==> src/rtl/cordic_post_scale.sv <==
// CORDIC post-processing: removes the 12-rotation gain from x/y, rounds and
// saturates x/y/z to 16 bits, and buffers results for a backpressured sink.
package cordic_pkg;
  typedef struct packed {
    logic               vld;
    logic signed [17:0] x;
    logic signed [17:0] y;
    logic signed [17:0] z;
  } st_cordic_out;

  typedef struct packed {
    logic signed [15:0] x;
    logic signed [15:0] y;
    logic signed [15:0] z;
  } cordic_data_in;
endpackage

module cordic_post_scale
  import cordic_pkg::*;
#(
  parameter int unsigned GAIN_COMP  = 19898,
  parameter int unsigned FIFO_DEPTH = 4,
  parameter int unsigned SAT_CNT_W  = 16
) (
  input  logic                 clk,
  input  logic                 rst,
  input  st_cordic_out         cordic_out_i,
  output logic                 out_vld_o,
  input  logic                 out_rdy_i,
  output cordic_data_in        out_data_o,
  output logic                 ovf_o,
  input  logic                 ovf_clr_i,
  output logic [SAT_CNT_W-1:0] sat_cnt_o
);

  localparam int AW = $clog2(FIFO_DEPTH);
  localparam int CW = $clog2(FIFO_DEPTH + 1);
  localparam logic [CW-1:0]      FULL_C = CW'(FIFO_DEPTH);
  localparam logic signed [33:0] GAIN_X = 34'(GAIN_COMP[15:0]);

  // Stage 1: gain multiply (signed 18b x unsigned 16b -> signed 34b).
  logic signed [33:0] x_ext, y_ext, mul_x, mul_y;
  logic               s1_vld;
  logic signed [33:0] s1_px, s1_py;
  logic signed [17:0] s1_z;

  assign x_ext = 34'(cordic_out_i.x);
  assign y_ext = 34'(cordic_out_i.y);
  assign mul_x = x_ext * GAIN_X;
  assign mul_y = y_ext * GAIN_X;

  always_ff @(posedge clk) begin
    if (rst) begin
      s1_vld <= 1'b0;
    end else begin
      s1_vld <= cordic_out_i.vld;
    end
    s1_px <= mul_x;
    s1_py <= mul_y;
    s1_z  <= cordic_out_i.z;
  end

  // Round half toward +inf at bit 15, then clamp; bit 16 of the result flags saturation.
  function automatic logic [16:0] rnd_sat(input logic signed [33:0] p);
    logic signed [19:0] q;
    q = 20'((35'(p) + 35'sd16384) >>> 15);
    if (q > 20'sd32767)       return {1'b1, 16'h7fff};
    else if (q < -20'sd32768) return {1'b1, 16'h8000};
    else                      return {1'b0, q[15:0]};
  endfunction

  logic [16:0]   rx, ry;
  logic [16:0]   rz;
  logic          sat;
  cordic_data_in wr_data;

  always_comb begin
    rx = rnd_sat(s1_px);
    ry = rnd_sat(s1_py);
    if (s1_z > 18'sd32767)       rz = {1'b1, 16'h7fff};
    else if (s1_z < -18'sd32768) rz = {1'b1, 16'h8000};
    else                         rz = {1'b0, s1_z[15:0]};
    sat       = rx[16] | ry[16] | rz[16];
    wr_data.x = rx[15:0];
    wr_data.y = ry[15:0];
    wr_data.z = rz[15:0];
  end

  // Handshake: a result transfers on any cycle where out_vld_o && out_rdy_i;
  // out_vld_o never depends on out_rdy_i and the head stays put until popped.
  logic [CW-1:0] count;
  logic [AW-1:0] wr_ptr, rd_ptr;
  cordic_data_in mem [FIFO_DEPTH];
  logic          full, pop, push, drop;

  assign full      = (count == FULL_C);
  assign out_vld_o = (count != '0);
  assign pop       = out_vld_o && out_rdy_i;
  assign push      = s1_vld && (!full || pop);
  assign drop      = s1_vld && full && !pop;
  assign out_data_o = mem[rd_ptr];

  always_ff @(posedge clk) begin
    if (push) mem[wr_ptr] <= wr_data;
  end

  always_ff @(posedge clk) begin
    if (rst) begin
      count     <= '0;
      wr_ptr    <= '0;
      rd_ptr    <= '0;
      ovf_o     <= 1'b0;
      sat_cnt_o <= '0;
    end else begin
      if (push) wr_ptr <= wr_ptr + 1'b1;
      if (pop)  rd_ptr <= rd_ptr + 1'b1;
      case ({push, pop})
        2'b10:   count <= count + 1'b1;
        2'b01:   count <= count - 1'b1;
        default: count <= count;
      endcase
      // A new drop outranks a clear in the same cycle.
      if (drop)           ovf_o <= 1'b1;
      else if (ovf_clr_i) ovf_o <= 1'b0;
      if (push && sat && sat_cnt_o != '1) sat_cnt_o <= sat_cnt_o + 1'b1;
    end
  end

endmodule

==> config.mk <==
export PLATFORM = sky130hd
export DESIGN_NAME = cordic_post_scale
export DESIGN_NICKNAME = d
export VERILOG_FILES = /design/src/rtl/cordic_post_scale.sv
export SDC_FILE = /design/constraint.sdc
export NUM_CORES = 1
export LEC_CHECK = 0
export ABC_AREA = 1
export CORE_MARGIN = 10
export CORE_UTILIZATION = 48
export DETAILED_ROUTE_END_ITERATION = 8
export HOLD_SLACK_MARGIN = 0.03
export PLACE_DENSITY = 0.69
export SLEW_MARGIN = 5
export SYNTH_ARGS = -nofsm -noshare
export SYNTH_HDL_FRONTEND = slang
export SYNTH_SLANG_ARGS = --single-unit
==> constraint.sdc <==
create_clock -name clk -period 5.15 [get_ports clk]
set_input_delay 0.7725 -clock clk [delete_from_list [all_inputs] [get_ports clk]]
set_output_delay 0.7725 -clock clk [all_outputs]
set_load 0.005 [all_outputs]
==> impl_metrics.json <==
{
  "grt_usage_pct": 18.9,
  "io_pins": 125,
  "io_buffers": 124,
  "crit_fanout": 3,
  "dr.pass1.iters": 7,
  "dr.first_iter.drc_count": 928,
  "cp-end-kind": "flip-flop",
  "cp-start-kind": "input pin",
  "worstPathArrival_ns": 5.41,
  "yosys.area.top_type": "edfxtp_1",
  "rows": 78,
  "die_w_um": 234,
  "cts_buffers": 27,
  "wl_per_cell_um": 16.2,
  "synth-seq-cells": 277,
  "cts_tree": "yes",
  "yosysSeqAreaShare_pct": 34.0,
  "netlist.area_leader.share_pct": 26.2,
  "hp-class": "flip-flop to flip-flop",
  "place.gp.congestion": 0.946,
  "hold_violations": 0,
  "num_vias": 16300,
  "nets": 3118,
  "drt_wl_total_um": 52100,
  "period_minus_slack_ns": 4.99,
  "placed_cells": 3156,
  "max_slew_margin_pct": 34.6,
  "yosys_warnings": 0,
  "hold_slack_ns": 0.474,
  "synth-edff-count": 192,
  "holdBufCountCts": 0,
  "status": "completed",
  "avgSynthCellArea_um2": 9.97,
  "finalCritPeriodShare_pct": 96.9,
  "die_area_mm2": 0.0548,
  "insertion_delay_ns": 0.53,
  "max_cap_viol_count": 0,
  "synth_cells": 2205,
  "grt_pass1_vias": 17200,
  "antenna_found_initial": 0,
  "avgViaCountPerCell": 5.06,
  "drc": 0,
  "fin_util_pct": 61.4,
  "num_antenna_cells": 0,
  "cts_max_path_buffers": 3,
  "htree_levels": 1,
  "netlist_area_mm2": 0.0220,
  "detail-route-antenna-nets": 0,
  "clock_skew_ns": 0.0186,
  "grt_overflow": 0,
  "cts_root_buffer": "clkbuf_16",
  "dieHeight_um": 234,
  "required_ns": 5.57,
  "core-area_mm2": 0.0453,
  "synth.net_count": 2728,
  "fin_cells": 3216,
  "hold_path_depth": 2,
  "rsz0062_at_grt": "yes",
  "fmax_mhz": 200,
  "tightest_slew_ns": 0.978,
  "drive_gt1_share_pct": 21.6,
  "synthFlopType": "edfxtp_1",
  "place_hpwl_um": 40900,
  "grt_pass1_wl_um": 85000,
  "start_util_pct": 48.5,
  "path_clk_slew_ns": 0.06,
  "netlist_top_cells_count": "inv_1, fa_1, ha_1, nand2_1, nor2_1",
  "netlist-cell-type-count": 48,
  "synth.area.top_cells": "edfxtp_1, fa_1, ha_1",
  "cts.sinks": 277,
  "path_class": "input pin to flip-flop",
  "synth_most_common_cell": "inv_1",
  "r2r_cells": 9,
  "area_growth_pct": 26.6,
  "async_reset_ff_share_pct": 0,
  "setup_violations": 0,
  "setup_tns_ns": 0,
  "slew_viol_final": 0,
  "grt_max_degree": 97
}
-- layer usage --
layer / global-route usage [%] / share of wire (%)
met1: 25.4 / 46
met3: 1.76 / 3.7
met4: 4.07 / 1.8
met5: 0 / 0
met2: 32.6 / 49
-- worst max-delay path, stage by stage --
cell and delay, ns:
clkdlybuf4s50_1 0.43, buf_4 0.16, ha_4 0.16, buf_4 0.14
ha_1 0.28, ha_1 0.28, inv_1 0.05, fa_1 0.53
inv_1 0.05, fa_1 0.53, inv_1 0.05, fa_1 0.52
inv_1 0.06, ha_4 0.25, a21oi_4 0.16, o21ai_2 0.08
a21oi_2 0.14, nand2_2 0.08, nand2_1 0.08, nand2_2 0.06
a21boi_2 0.18, o21bai_2 0.09, nand3_1 0.09, nand2_1 0.06
nand2_1 0.05, nand2_1 0.05
-- state kept, by name (all words and copies together) (netlist names), named ones only --
signal / cells
wr_ptr: 2
sat_cnt_o: 16
s1_z: 18
s1_vld: 1
mem: 192
rd_ptr: 2
ovf_o: 1
s1_px: 20
count: 3
s1_py: 20
-- final cells by class --
type	count	area [µm²]
clock inverter	13	143
sequential	277	7470
timing repair buffer	406	3320
fill	3640	17500
tap	600	751
clock buffer	37	713
inverter	452	1700
multi-input combinational	1431	13700
-- cells by family (layout without fill, tap and decap cells) --
kind of cell             Yosys count  count (layout)  synth area share (%)
AND/OR/NAND/NOR                  536             536                  10.7
buffers and inverters            497             908                  8.58
XOR/XNOR                          84              84                  3.35
flip-flops                       277             277                  34.0
adder cells (fa/ha/maj)          464             464                  34.5
AO/OA/AOI/OAI                    347             347                  8.92
-- final timing paths --
| kind | endpoint | startpoint | slack (ns) |
|---|---|---|---|
| setup / recovery | s1_px[30]$_DFF_P_ | cordic_out_i[38] | 0.16 |
| hold / removal | ovf_o$_SDFFE_PP0P_ | ovf_o$_SDFFE_PP0P_ | 0.47 |
| setup reg to reg | sat_cnt_o[5]$_SDFFE_PP0P_ | sat_cnt_o[0]$_SDFFE_PP0P_ | 2.51 |
| hold reg to reg | ovf_o$_SDFFE_PP0P_ | ovf_o$_SDFFE_PP0P_ | 0.47 |
-- placed cells by master (no fill, tap or decap), types with 28 or more instances in the layout --
cell type / instances
xor2_1: 55
ha_4: 49
clkdlybuf4s50_1: 92
xnor2_1: 28
buf_4: 275
inv_1: 435
o22ai_1: 48
a21oi_2: 39
fa_1: 230
a21oi_1: 50
nand2_1: 196
edfxtp_1: 192
o21ai_0: 144
nand4_1: 34
ha_1: 173
nor2_1: 183
nand2_2: 32
dfxtp_1: 84
-- timing repair --
item / in CTS / in global routing
setup endpoints to repair: 36 / 34
buffers inserted: 3 / 7
pin swaps: 39 / 72
gates resized for setup: 126 / 158
-- through the flow --
stage | setup WS (ns) | instance area, µm²
after CTS | -0.00593 | 27300
after detailed placement | -0.956 | 26000
final | 0.161 | 27800
after floorplan | -0.0230 | 22100
after global placement | -0.908 | 26000
after global routing | -0.0708 | 27800
Power is not shown: default switching activity piles up to over one toggle a cycle in this logic, so the estimate is an artifact.
